`src/rtl/frame_pkg.sv`:
```
// rtl/frame_pkg.sv - shared frame constants and loader state encoding
package frame_pkg;

    localparam int FRAME_DEPTH  = 64;
    localparam int FRAME_DATA_W = 8;

    typedef enum logic [1:0] {
        FILL  = 2'd0,
        LAST  = 2'd1,
        SUM   = 2'd2,
        READY = 2'd3
    } loader_state_t;

endpackage

```
`src/rtl/frame_checksum.sv`:
```
// rtl/frame_checksum.sv - modulo-2^DATA_W byte accumulator with clear, add-enable and compare
module frame_checksum #(
    parameter int DATA_W = 8
) (
    input  logic              clk,
    input  logic              reset_n,
    input  logic              clear,
    input  logic              add_en,
    input  logic [DATA_W-1:0] add_data,
    input  logic [DATA_W-1:0] cmp_data,
    output logic              match
);

    logic [DATA_W-1:0] acc;

    always_ff @(posedge clk) begin
        if (!reset_n || clear) begin
            acc <= '0;
        end else if (add_en) begin
            acc <= acc + add_data;
        end
    end

    assign match = (acc == cmp_data);

endmodule

```
`src/rtl/frame_loader.sv`:
```
// rtl/frame_loader.sv - streams one frame into memory A, holds it until released; FRAME_LOADER_CHECKSUM_EN adds trailing-sum check
module frame_loader
    import frame_pkg::*;
#(
    parameter int DEPTH  = FRAME_DEPTH,
    parameter int DATA_W = FRAME_DATA_W,
    parameter int ADDR_W = $clog2(DEPTH)
) (
    input  logic              clk,
    input  logic              reset_n,
    input  logic [DATA_W-1:0] in_data,
    input  logic              in_valid,
    output logic              in_ready,
    output logic              we_a,
    output logic [ADDR_W-1:0] wr_addr,
    output logic [DATA_W-1:0] wr_data,
    output logic              busy,
    input  logic              frame_release,
    output logic [7:0]        frame_count,
    output logic              sum_err
);

    loader_state_t     state;
    logic [ADDR_W-1:0] cnt;
    logic              xfer;
    logic              last_byte;

    assign xfer      = in_valid && in_ready;
    assign last_byte = (cnt == ADDR_W'(DEPTH - 1));

`ifdef FRAME_LOADER_CHECKSUM_EN
    logic sum_match;
    logic sum_clear;
    logic sum_err_q;

    // Accumulator restarts whenever a fresh frame begins: after a release or a rejected frame.
    assign sum_clear = (state == READY && frame_release) || (state == SUM && xfer && !sum_match);

    frame_checksum #(
        .DATA_W (DATA_W)
    ) u_checksum (
        .clk      (clk),
        .reset_n  (reset_n),
        .clear    (sum_clear),
        .add_en   (state == FILL && xfer),
        .add_data (in_data),
        .cmp_data (in_data),
        .match    (sum_match)
    );

    assign sum_err = sum_err_q;
`else
    assign sum_err = 1'b0;
`endif

    always_ff @(posedge clk) begin
        if (!reset_n) begin
            state       <= FILL;
            cnt         <= '0;
            in_ready    <= 1'b0;
            busy        <= 1'b1;
            we_a        <= 1'b0;
            wr_addr     <= '0;
            wr_data     <= '0;
            frame_count <= '0;
`ifdef FRAME_LOADER_CHECKSUM_EN
            sum_err_q   <= 1'b0;
`endif
        end else begin
            we_a <= 1'b0;
`ifdef FRAME_LOADER_CHECKSUM_EN
            sum_err_q <= 1'b0;
`endif
            case (state)
                FILL: begin
                    in_ready <= 1'b1;
                    if (xfer) begin
                        we_a    <= 1'b1;
                        wr_addr <= cnt;
                        wr_data <= in_data;
                        if (last_byte) begin
                            cnt <= '0;
`ifdef FRAME_LOADER_CHECKSUM_EN
                            state <= SUM;
`else
                            state    <= LAST;
                            in_ready <= 1'b0;
`endif
                        end else begin
                            cnt <= cnt + 1'b1;
                        end
                    end
                end
`ifdef FRAME_LOADER_CHECKSUM_EN
                SUM: begin
                    if (xfer) begin
                        if (sum_match) begin
                            state    <= LAST;
                            in_ready <= 1'b0;
                        end else begin
                            state     <= FILL;
                            sum_err_q <= 1'b1;
                        end
                    end
                end
`endif
                // One extra cycle lets the final write land before busy drops.
                LAST: begin
                    state       <= READY;
                    busy        <= 1'b0;
                    frame_count <= frame_count + 8'd1;
                end
                READY: begin
                    if (frame_release) begin
                        state    <= FILL;
                        busy     <= 1'b1;
                        in_ready <= 1'b1;
                        cnt      <= '0;
                    end
                end
                default: begin
                    state <= FILL;
                end
            endcase
        end
    end

endmodule

```
`config.mk`:
```
export PLATFORM = sky130hd
export DESIGN_NAME = frame_loader
export DESIGN_NICKNAME = d
export VERILOG_FILES = /design/src/rtl/frame_pkg.sv /design/src/rtl/frame_checksum.sv /design/src/rtl/frame_loader.sv
export SDC_FILE = /design/constraint.sdc
export NUM_CORES = 1
export LEC_CHECK = 0
export CAP_MARGIN = 20
export CORE_ASPECT_RATIO = 0.9
export CORE_MARGIN = 2
export CORE_UTILIZATION = 30
export CTS_BUF_LIST = sky130_fd_sc_hd__clkbuf_8
export DETAILED_ROUTE_END_ITERATION = 8
export SKIP_LAST_GASP = 1
export SYNTH_ARGS = -nofsm -noshare
export SYNTH_HDL_FRONTEND = slang
export SYNTH_SLANG_ARGS = --single-unit
```
`constraint.sdc`:
```
create_clock -name clk -period 1.4 [get_ports clk]
set_input_delay 0.14 -clock clk [delete_from_list [all_inputs] [get_ports clk]]
set_output_delay 0.14 -clock clk [all_outputs]
set_load 0.01 [all_outputs]
```
## After elaboration in Yosys (flattened, before gate mapping)

Cells that the tools add are included.

| word-level totals | value |
|---|---|
| register bits | 33 |
| latch bits | 0 |
| bits in writable memories | 0 |
| bits in read-only memories | 0 |
| input port bits | 12 |
| output and inout bits | 26 |
| word-level logic and storage cells | 40 |
| memories | 0 |

| operators by class | value |
|---|---|
| add/sub/neg operators | 2 |
| multipliers | 0 |
| div/mod/pow operators | 0 |
| $lt $le $gt $ge | 0 |
| eq/ne operators | 6 |
| shifts and indexed selects | 0 |
| muxes and demuxes | 14 |
| bitwise logic cells | 0 |
| reductions and logical operators | 10 |

Operators by type and width:

| operator | count |
|---|---|
| 2-to-1 mux 6 bit | 3 |
| case mux 6 bit (2 select lines) | 1 |
| adder 8 x 1 -> 8 bit, second input constant | 1 |
| AND reduction 2 bit | 4 |
| adder 6 x 1 -> 6 bit, second input constant | 1 |
| equality test 6 bit, second input constant | 1 |
| 2-to-1 mux 2 bit | 3 |
| != test 2 bit, second input constant | 3 |
| case mux 2 bit (3 select lines) | 1 |
| AND reduction 3 bit | 2 |
| 2-to-1 mux 1 bit | 4 |
| case mux 1 bit (2 select lines) | 2 |
| nonzero test 2 bit | 2 |
| equality test 2 x 1 -> 1 bit, second input constant | 1 |
| equality test 2 bit, second input constant | 1 |
| logical NOT 2 bit | 1 |
| logical AND 1 bit | 1 |

## Depth between registers and ports, before layout

Gate-level depths: netlist of the first run.

| depth | value |
|---|---|
| depth after elaboration | 4 |
| mapped depth | 5 |
| gate-level depth less buffers | 5 |

## Worst setup path before layout of the first run

Ideal clock, no wire load.

| timing | value |
|---|---|
| path kind | reg-to-reg |
| start | register frame_count[0] |
| end | register frame_count[6] |
| setup time | 0.115 ns |
| data arrival time | 1.101 ns |
| data required time | 1.285 ns |
| setup slack | 0.184 ns |
| cell stages (with the launch flop) | 6 |
| path buffers | 0 |
| period minus slack after synthesis | 1.216 ns |
| cell sequence | dfxtp_1 ha_1 inv_1 nor3_1 xor2_1 and2_1 |

| between the ends | value |
|---|---|
| word-level cells in the longest chain between the ends | 1 |

Ends and longest elaborated chain:

| what | line | text |
|---|---|---|
| start, declared | frame_loader.sv:19 | `output logic [7:0] frame_count,` |
| start signal, assigned | frame_loader.sv:111 | `frame_count <= frame_count + 8'd1;` |
| adder 8 x 1 -> 8 bit | frame_loader.sv:111 |  |

Every way passes these cells.
A chain may end at the register's enable or synchronous reset.

## Final worst setup path of the first run

| timing | value |
|---|---|
| start | register in_ready |
| end | output port in_ready |

RTL lines:

| what | line | text |
|---|---|---|
| start, declared | frame_loader.sv:13 | `output logic in_ready,` |
| start signal, assigned | frame_loader.sv:60 | `in_ready <= 1'b0;` |
| start signal, assigned | frame_loader.sv:76 | `in_ready <= 1'b1;` |
| start signal, assigned | frame_loader.sv:87 | `in_ready <= 1'b0;` |

No word-level cell between the ends.

==> summary.txt, run 1 <==
Outcome
  • Status: finished clean

Clocking
  • Clk buf depth: 2
  • Clock Latency Late Sink: about 0.29 ns
  • # clock sinks: 33
  • CTS clk-pin slew, worst paths: ~0.07 ns
  • Clk root buf: clkbuf_8
  • Cts bufs inserted: 5
  • H-Tree Depth: 2
  • Post-CTS setup repair buffer count: 0
  • CTS tree: done
  • Hold buffer count at cts: 0

Placement
  • IO buf count: 36
  • Placed insts: 262
  • Routability cong.: between 0.7 and 0.8
  • Post-DP Area: between 1500 and 2000 um^2
  • Post-DP HPWL: just over 2000 um

Synthesis
  • Yosys warning count: 0
  • Synthesized cell area: 1400 um^2
  • Mapped Nets: 170
  • Post-Syn Instances: ~160
  • Post-synth EDFFs: 0
  • Ys async rst share: 0%
  • Post-synthesis average cell area: about 9 um^2
  • Synth cell types: 34
  • Seq cells post-synth: 33
  • Sequential fraction of the synthesis area: between 40% and 50%
  • Top FF cell, synth: dfxtp_1

Setup path
  • R2R Path End: cnt[5]$_SDFFE_PN0P_
  • Critical path peak fanout: 6
  • Required @ worst endpoint: between 1 and 1.5 ns
  • CP Capture Type: output port
  • Reg2reg start: state[1]$_SDFFE_PN0P_
  • Critical Path AT: about 1.2 ns
  • Startpoint types: flip-flop
  • R2R depth: 4
  • Crit path cell chain: clkdlybuf4s50_1
  • Buffers & Inverters on Critical Path: 1
  • CP max-delay cell: clkdlybuf4s50_1
  • Cell family with most CP delay: buffers and inverters
  • Worst reg-to-reg setup slack: roughly 0.08 ns
  • Critical Path Max Stage Delay: between 0.5 and 0.6 ns
  • CP Class: flip-flop to output port

Power and ir drop
  • Pleak: approximately 0.83 nW
  • Maximum VDD drop: around 0.52 mV
  • Power per cell area: roughly 1100 nW/um^2

GRT
  • Largest net degree at the start of global routing: 26
  • First-pass GRT wire length: 4730 um
  • Overall Global Routing Usage: 12.4%
  • Gr ovfl total: 0
  • Initial antenna violation count: 0
  • Number of global-route vias before repair: approximately 1.1k

STA
  • Setup Skew: approximately 0.0046 ns
  • Final TNS setup: 0 ns
  • Fin. Hold Viols: 0
  • Clock period minus worst slack: roughly 1.4 ns
  • Final count of negative-setup-slack endpoints: 0
  • Unrepaired setup endpoints after global routing: yes
  • Max Freq: ~0.73 GHz
  • Period utilization: a little over nine tenths
  • Final-report max-slew violation count: 0

Floorplan
  • I/O pin cnt: 38
  • Width of the die: between 70 and 80 um
  • Die height: roughly 69 um
  • Starting Density: between 30% and 40%
  • Die area: ~5200 um^2
  • Core area: between 4000 and 5000 um^2
  • Num rows: 23

Hold path
  • Hold Path End: wr_data[6]$_SDFFE_PN0P_
  • Hold-critical path depth: 3
  • Hold Path Class: primary input to flip-flop
  • Hold Path Origin: in_data[6]

Job
  • MaxCap Viol Count: 0

Detailed routing
  • Drt first pass iters: 4
  • Drt initial violations: 45
  • Residual DRC count: 0
  • Vias: 1160
  • Drt wl/cell: 10.5 um
  • Post-Route WL: roughly 2800 um
  • ANT nets after route: 0
  • Post-DR vias/cell: approximately 4.3

Final layout
  • Share of cells above drive strength 1: 16.8%
  • Multi-input combinational cell area: roughly 700 um^2
  • Most common cell after layout, fill and taps aside: nand2_1
  • Number of fillers in the final layout: 452
  • Final instance area: between 2000 and 2500 um^2
  • Post-Layout Cell Count: 270
  • Register Area: roughly 660 um^2
  • Syn-to-layout area delta: 47.4%
  • Total Nets Final: 221
  • Inserted Diodes: 0
  • Commonest cells after routing, fill and taps aside: nand2_1, clkdlybuf4s50_1, dfxtp_1, buf_4, a21boi_0
[metrics by stage]
stage / utilization (%) / hold slack [ns] / power [mW] / setup slack [ns]
floorplan: - / 0.285 / 1.06 / 0.184
global placement: 42.6 / 0.450 / 1.15 / -0.0682
detailed placement: 42.6 / 0.458 / 1.15 / -0.0979
CTS: 45.6 / 0.398 / 2.22 / 0.00412
global route: 46.1 / 0.426 / 2.27 / -0.0103
finish: 46.1 / 0.404 / 2.19 / 0.0388
[report_power, final]
| part | switching (mW) | leakage [nW] | total (mW) | internal (mW) |
|---|---|---|---|---|
| registers | 0.00981 | 0.269 | 0.967 | 0.957 |
| clock network | 0.357 | 0.0681 | 1.06 | 0.707 |
| logic | 0.0668 | 0.495 | 0.162 | 0.0952 |
[flip-flops by register name (all words and copies together) (netlist names)]
signal / count
wr_addr: 6
state: 2
in_ready: 1
frame_count: 8
busy: 1
cnt: 6
wr_data: 8
we_a: 1
[area by class of cell]
| type | instances | share of cell area, % |
|---|---|---|
| sequential | 33 | 32.3 |
| timing repair buffer | 53 | 23.9 |
| clock buffer | 5 | 3.35 |
| inverter | 2 | 0.365 |
| tap | 62 | 3.77 |
| clock inverter | 3 | 3.16 |
| multi-input combinational | 112 | 33.2 |
[cell usage after synthesis (3+ instances only)]
cell	number	area [um^2]
a21boi_0	15	113
a21oi_1	3	15.0
and2_1	7	43.8
buf_4	3	22.5
clkbuf_1	3	11.3
dfxtp_1	33	661
nand2_1	38	143
nand3_1	5	25.0
nand4_1	3	18.8
nor2_1	5	18.8
nor3_1	4	20.0
xnor2_1	6	52.6
xor2_1	5	43.8
[kinds of logic (layout without fill, tap and decap cells)]
kind of cell	count (synthesis)	after routing	share of synthesized area, %
mux	1	1	0.718
other cells	1	1	0.269
compound gates	22	22	11.5
flops	33	33	47.4
xor+xnor	11	11	6.91
simple gates	75	75	26.5
buf+inv	11	63	4.93
fa+ha+maj	2	2	1.79
[repair_timing]
action,CTS,global route
endpoints found under the setup margin,5,21
resized for setup,5,9
endpoints found under the hold margin,0,0
cloned,0,0
[worst max-delay path by stage]
| stage | endpoint | cells after the start | from | slack (ns) |
|---|---|---|---|---|
| after global routing | wr_addr[0]$_SDFFE_PN0P_ | 5 | state[0]$_SDFFE_PN0P_ | -0.01 |
| after CTS | frame_count[4] | 1 | frame_count[4]$_SDFFE_PN0P_ | 0.004 |
| after detailed placement | wr_addr[1]$_SDFFE_PN0P_ | 6 | in_valid | -0.1 |
| after floorplan | frame_count[6]$_SDFFE_PN0P_ | 5 | frame_count[0]$_SDFFE_PN0P_ | 0.18 |
| final | in_ready | 1 | in_ready$_SDFFE_PN0P_ | 0.04 |
| after global placement | wr_addr[3]$_SDFFE_PN0P_ | 6 | in_valid | -0.07 |
[layer usage]
metal | track usage (%) | share of wire, % | vias to the layer above
met4 | 5.26 | 1.7 | 0
met1 | 15.1 | 48 | 513
met2 | 18.9 | 43 | 28
met3 | 5.38 | 6.6 | 6
met5 | 0 | 0 | -
li1 | - | - | 613
Power figures use the tool's default switching activity.
==> inputs of run 2 (changes only) <==
- SLEW_MARGIN: default -> 20
- clock period: 1.4 -> 1.5 ns (I/O delays scaled with it)
==> run 2 against run 1 <==
Compared with the run above: critical path depth is the same; sequential share of layout area grew 1.1 points; via count shrank 2.1%; worst setup slack gained 0.048 ns; die area is the same; clock-buffer cell count grew 2; cell count shrank 1.5%; clock skew grew 0.00051 ns; worst hold slack gained 0.015 ns.
==> summary.txt, run 2 (same netlist as run 1, synthesis figures left out) <==
GRT
  • First-pass GRT wire length: 4690 um (was 4730 um)
  • Initial antenna violation count: 0 (unchanged)
  • Number of global-route vias before repair: 1068 (was 1060)
  • Gr ovfl total: 0 (unchanged)
  • Overall Global Routing Usage: 12.2% (was 12.4%)
  • Largest net degree at the start of global routing: 26 (unchanged)

Detailed routing
  • Drt initial violations: 43 (was 45)
  • Post-Route WL: 2790 um (was 2850 um)
  • Vias: 1136 (was 1160)
  • Residual DRC count: 0 (unchanged)
  • Post-DR vias/cell: 4.27 (was 4.30)
  • Drt first pass iters: 4 (unchanged)
  • Drt wl/cell: 10.5 um (about the same)
  • ANT nets after route: 0 (unchanged)

STA
  • Unrepaired setup endpoints after global routing: no (was yes)
  • Max Freq: between 0.7 and 0.8 GHz
  • Period utilization: 94.2%
  • Clock period minus worst slack: 1.41 ns
  • Hold slack: 0.419 ns (was 0.404 ns)
  • Final-report max-slew violation count: 0 (unchanged)
  • Final TNS setup: 0 ns (unchanged)
  • Setup Skew: 0.00509 ns (was 0.00459 ns)
  • Final WS setup: 0.0868 ns (was 0.0388 ns)
  • Final count of negative-setup-slack endpoints: 0 (unchanged)
  • Fin. Hold Viols: 0 (unchanged)

Clocking
  • H-Tree Depth: 2 (unchanged)
  • CTS clk-pin slew, worst paths: 0.07 ns (about the same)
  • Clk root buf: clkbuf_8 (unchanged)
  • Hold buffer count at cts: 0 (unchanged)
  • # clock sinks: 33 (unchanged)
  • CTS tree: done (unchanged)
  • Clk buf depth: 2 (unchanged)
  • Clock Latency Late Sink: 0.28 ns (was 0.29 ns)
  • Cts bufs inserted: 5 (unchanged)

Final layout
  • Total Nets Final: 217 (was 221)
  • Syn-to-layout area delta: 41.6% (was 47.4%)
  • Multi-input combinational cell area: 671 um^2 (was 682 um^2)
  • Number of fillers in the final layout: 452 (unchanged)
  • Top flop regs: frame_count x8, wr_data x8 (unchanged)
  • Inserted Diodes: 0 (unchanged)
  • Commonest cells after routing, fill and taps aside: nand2_1, clkdlybuf4s50_1, dfxtp_1, a21boi_0, buf_4 (was nand2_1, clkdlybuf4s50_1, dfxtp_1, buf_4, a21boi_0)
  • Most common cell after layout, fill and taps aside: nand2_1 (unchanged)
  • Share of cells above drive strength 1: 12.7% (was 16.8%)
  • Register Area: 661 um^2 (was 664 um^2)

Setup path
  • Setup crit start: frame_count[2]$_SDFFE_PN0P_ (was in_ready$_SDFFE_PN0P_)
  • Critical path peak fanout: 5 (was 6)
  • Required @ worst endpoint: 1.35 ns (was 1.26 ns)
  • CP Class: flip-flop to output port (unchanged)
  • Crit path cell chain: clkdlybuf4s50_1 (unchanged)
  • Reg2reg start: state[0]$_SDFFE_PN0P_ (was state[1]$_SDFFE_PN0P_)
  • Critical Path Max Stage Delay: 0.57 ns (was 0.55 ns)
  • Startpoint types: flip-flop (unchanged)
  • Buffers & Inverters on Critical Path: 1 (unchanged)
  • Cell family with most CP delay: buffers and inverters (unchanged)
  • CP Capture Type: output port (unchanged)
  • CP max-delay cell: clkdlybuf4s50_1 (unchanged)
  • Critical Path AT: 1.26 ns (was 1.22 ns)

Floorplan
  • I/O pin cnt: 38 (unchanged)
  • Die height: 68.7 um (unchanged)
  • Num rows: 23 (unchanged)
  • Core area: 4460 um^2 (unchanged)
  • Starting Density: 31.3% (unchanged)
  • Die area: 5210 um^2 (unchanged)
  • Width of the die: 75.9 um (unchanged)

Placement
  • DP Worst Slack: -0.00939 ns (was -0.0979 ns)
  • Routability cong.: 0.778 (was 0.755)
  • Post-DP HPWL: 2000 um (was 2030 um)
  • IO buf count: 36 (unchanged)

Power and ir drop
  • Pleak: 0.746 nW (was 0.832 nW)
  • Total power: 1.78 mW (was 2.19 mW)
  • Power per cell area: 900 nW/um^2 (was 1070 nW/um^2)
  • Maximum VDD drop: 0.335 mV (was 0.521 mV)

Outcome
  • Status: finished clean (unchanged)

Job
  • MaxCap Viol Count: 0 (unchanged)

Hold path
  • Hold Path Origin: in_data[0] (was in_data[6])
  • Hold Path Class: primary input to flip-flop (unchanged)
[run 2: cell types whose count changed in the layout (fill, tap and decap cells not counted), sizes merged]
cell and change:
buf -4, clkdlybuf4s50 +4, bufinv -2, clkbuf +2, dlygate4sd2 -2, dlymetal6s2s -2
[run 2: final timing paths]
check                                                    to  cells after the start  slack [ns]
worst min-delay path                wr_data[0]$_SDFFE_PN0P_                      3        0.42
worst max register to register  frame_count[4]$_SDFFE_PN0P_                      4        0.12
worst max-delay path                         frame_count[2]                      1        0.09
worst min register to register      wr_data[5]$_SDFFE_PN0P_                      2        0.46
[run 2: report_power, final]
part	total [mW]	internal [mW]	switching, mW
Clock	0.732	0.415	0.318
Sequential	0.903	0.893	0.00977
Combinational	0.144	0.0841	0.0597
[run 2: routing by layer]
metal / vias up / track usage [%] / part of all wire (%)
li1: 606 / - / -
met1: 504 / 15.0 / 50
met2: 22 / 18.8 / 43
met3: 4 / 5.23 / 5.0
met4: 0 / 4.61 / 1.3
met5: - / 0 / 0
[run 2: final cells by class]
cell class                 instances  share of cell area, %
multi-input combinational        112                   33.9
sequential                        33                   33.4
timing repair buffer              49                   23.2
clock buffer                       7                   4.88
tap                               62                   3.93
inverter                           2                  0.380
clock inverter                     1                  0.253
[run 2: per-stage QoR]
step / instances / utilization (%) / cell area, um^2
6_report: 266 / 44.3 / 1980
5_1_grt: 266 / 44.3 / 1980
4_1_cts: 266 / 44.2 / 1970
3_5_place_dp: 258 / 41.9 / 1870
3_3_place_gp: 258 / 41.9 / 1870
2_1_floorplan: 156 / - / 1400
[run 2: timing repair]
action,4_1_cts,5_1_grt
gates resized for setup,0,1
setup buffers,0,0
setup endpoints to repair,0,1
==> inputs of run 3 (changes only) <==
- CORE_MARGIN: 2 -> default
==> run 3 against run 2 <==
Compared with the run above: clock power grew 0.7%; core utilization down 0.45 points; clock skew shrank 0.0021 ns; clock-buffer cell count stayed put; via count is 2.2% higher; final area fell by 1.0%; global-route usage grew 0.92 points; register-to-register slack better by 0.03 ns; critical path depth unchanged; worst setup slack worse by 0.00053 ns; worst hold slack improved by 0.0012 ns; cell count down 0.75%; critical path type unchanged; highest routed layer unchanged.
==> summary.txt, run 3 (same netlist as run 1, synthesis figures left out) <==
Detailed routing
  • Post-Route WL: 2880 um (was 2790 um)
  • Post-DR vias/cell: 4.40 (was 4.27)
  • Drt initial violations: 60 (was 43)
  • Vias: 1161 (was 1136)
  • Residual DRC count: 0 (unchanged)
  • ANT nets after route: 0 (unchanged)
  • Drt first pass iters: 4 (unchanged)
  • Drt wl/cell: 10.9 um (was 10.5 um)

Placement
  • Post-DP HPWL: 2000 um (about the same)
  • IO buf count: 36 (unchanged)
  • Routability cong.: 0.855 (was 0.778)

Power and ir drop
  • Total power: 1.79 mW (was 1.78 mW)
  • Sw Share: 22.0% (was 21.8%)
  • Switching Power: 393 uW (was 387 uW)
  • Maximum VDD drop: 0.451 mV (was 0.335 mV)
  • Flop pwr share: 50.6% (was 50.8%)
  • P_int: 1.39 mW (about the same)
  • Power per cell area: 913 nW/um^2 (was 900 nW/um^2)
  • Pleak: 0.735 nW (was 0.746 nW)
  • Clk pwr share: 41.3% (was 41.2%)
  • Combinational Power Share: 8.1% (about the same)

GRT
  • Most used routing layer: met2 (unchanged)
  • GR Util met2: 20.0% (was 18.8%)
  • Met3 usage: 4.99% (was 5.23%)
  • Met1 usage: 16.3% (was 15.0%)
  • Number of global-route vias before repair: 1062 (was 1068)
  • First-pass GRT wire length: 4730 um (was 4690 um)
  • Gr ovfl total: 0 (unchanged)
  • Largest net degree at the start of global routing: 25 (was 26)
  • Overall Global Routing Usage: 13.1% (was 12.2%)
  • Initial antenna violation count: 0 (unchanged)

STA
  • Setup Skew: 0.00298 ns (was 0.00509 ns)
  • Final count of negative-setup-slack endpoints: 0 (unchanged)
  • Final-report max-slew violation count: 0 (unchanged)
  • Final TNS setup: 0 ns (unchanged)
  • Period utilization: 94.3% (was 94.2%)
  • Unrepaired setup endpoints after global routing: no (unchanged)
  • Fin. Hold Viols: 0 (unchanged)
  • Max Freq: 0.707 GHz (was 0.708 GHz)
  • Clock period minus worst slack: 1.41 ns (about the same)

Setup path
  • Crit path cell chain: clkdlybuf4s50_1 (unchanged)
  • Critical path peak fanout: 5 (unchanged)
  • Critical Path AT: 1.26 ns (about the same)
  • Cell family with most CP delay: buffers and inverters (unchanged)
  • Critical Path Max Stage Delay: 0.57 ns (about the same)
  • Setup crit start: frame_count[0]$_SDFFE_PN0P_ (was frame_count[2]$_SDFFE_PN0P_)
  • Required @ worst endpoint: 1.35 ns (about the same)
  • Buffers & Inverters on Critical Path: 1 (unchanged)
  • Startpoint types: flip-flop (unchanged)
  • CP max-delay cell: clkdlybuf4s50_1 (unchanged)
  • Reg2reg start: state[0]$_SDFFE_PN0P_ (unchanged)
  • CP Class: flip-flop to output port (unchanged)
  • CP Capture Type: output port (unchanged)

Job
  • MaxCap Viol Count: 0 (unchanged)

Clocking
  • # resized after CTS: 0 (unchanged)
  • Hold buffer count at cts: 0 (unchanged)
  • # clock sinks: 33 (unchanged)
  • H-Tree Depth: 2 (unchanged)
  • Clk buf depth: 2 (unchanged)
  • CTS clk-pin slew, worst paths: 0.07 ns (about the same)
  • Post-CTS setup repair buffer count: 0 (unchanged)
  • Clock Latency Late Sink: 0.28 ns (about the same)
  • Clk root buf: clkbuf_8 (unchanged)
  • CTS tree: done (unchanged)
  • Cts bufs inserted: 5 (unchanged)

Hold path
  • Hold Path Class: primary input to flip-flop (unchanged)
  • Hold Path Origin: in_data[3] (was in_data[0])

Floorplan
  • Num rows: 23 (unchanged)
  • Die area: 4930 um^2 (was 5210 um^2)
  • Starting Density: 31.3% (unchanged)
  • Core area: 4460 um^2 (unchanged)
  • I/O pin cnt: 38 (unchanged)
  • Width of the die: 73.9 um (was 75.9 um)
  • Die height: 66.7 um (was 68.7 um)

Outcome
  • Status: finished clean (unchanged)

Final layout
  • Inserted Diodes: 0 (unchanged)
  • Total Nets Final: 215 (was 217)
  • Most common cell after layout, fill and taps aside: nand2_1 (unchanged)
  • Top flop regs: frame_count x8, wr_data x8 (unchanged)
  • Share of cells above drive strength 1: 11.4% (was 12.7%)
  • Syn-to-layout area delta: 40.2% (was 41.6%)
  • Number of fillers in the final layout: 485 (was 452)
  • Commonest cells after routing, fill and taps aside: nand2_1, clkdlybuf4s50_1, dfxtp_1, a21boi_0, buf_4 (unchanged)
[run 3: cell count changes in the layout (fill, tap and decap cells not counted), sizes merged]
cell	before	now
buf	13	11
[run 3: power groups by stage]
stage	registers [mW]	logic (mW)	clock network (mW)
floorplan	0.930	0.0616	0
global placement	0.923	0.147	0
detailed placement	0.923	0.147	0
CTS	0.903	0.148	0.760
global route	0.905	0.159	0.804
finish	0.903	0.145	0.737
[run 3: layout make-up]
type	instances	area, um^2	area share, %
well taps	62	77.6	3.97
multi-input cells	112	666	34.0
flip-flops and latches	33	661	33.8
repair buffers	47	443	22.6
clock inverters	1	5.00	0.256
inverters	2	7.51	0.384
clock buffers	7	96.3	4.93
[run 3: stage by stage]
stage                     area [um^2]  std cells  setup slack [ns]  hold WS [ns]  utilization [%]
after detailed placement         1850        256            0.0106         0.456             41.6
after global routing             1960        264           0.00977         0.436             43.8
after CTS                        1960        264            0.0733         0.414             43.8
after global placement           1850        256            0.0388         0.448             41.6
after floorplan                  1400        156             0.284         0.295                -
final                            1960        264            0.0862         0.420             43.8
[run 3: metal layers]
metal	share of wire [%]	vias to the layer above
met4	1.8	0
met1	52	528
li1	-	600
met3	4.8	5
met2	42	28
met5	0	-
[run 3: final timing paths]
check                                     end  slack, ns  depth (start not counted)
setup / recovery               frame_count[0]       0.09                          1
hold reg to reg       wr_data[5]$_SDFFE_PN0P_       0.46                          2
setup reg to reg  frame_count[4]$_SDFFE_PN0P_       0.15                          4
hold / removal        wr_data[3]$_SDFFE_PN0P_       0.42                          3
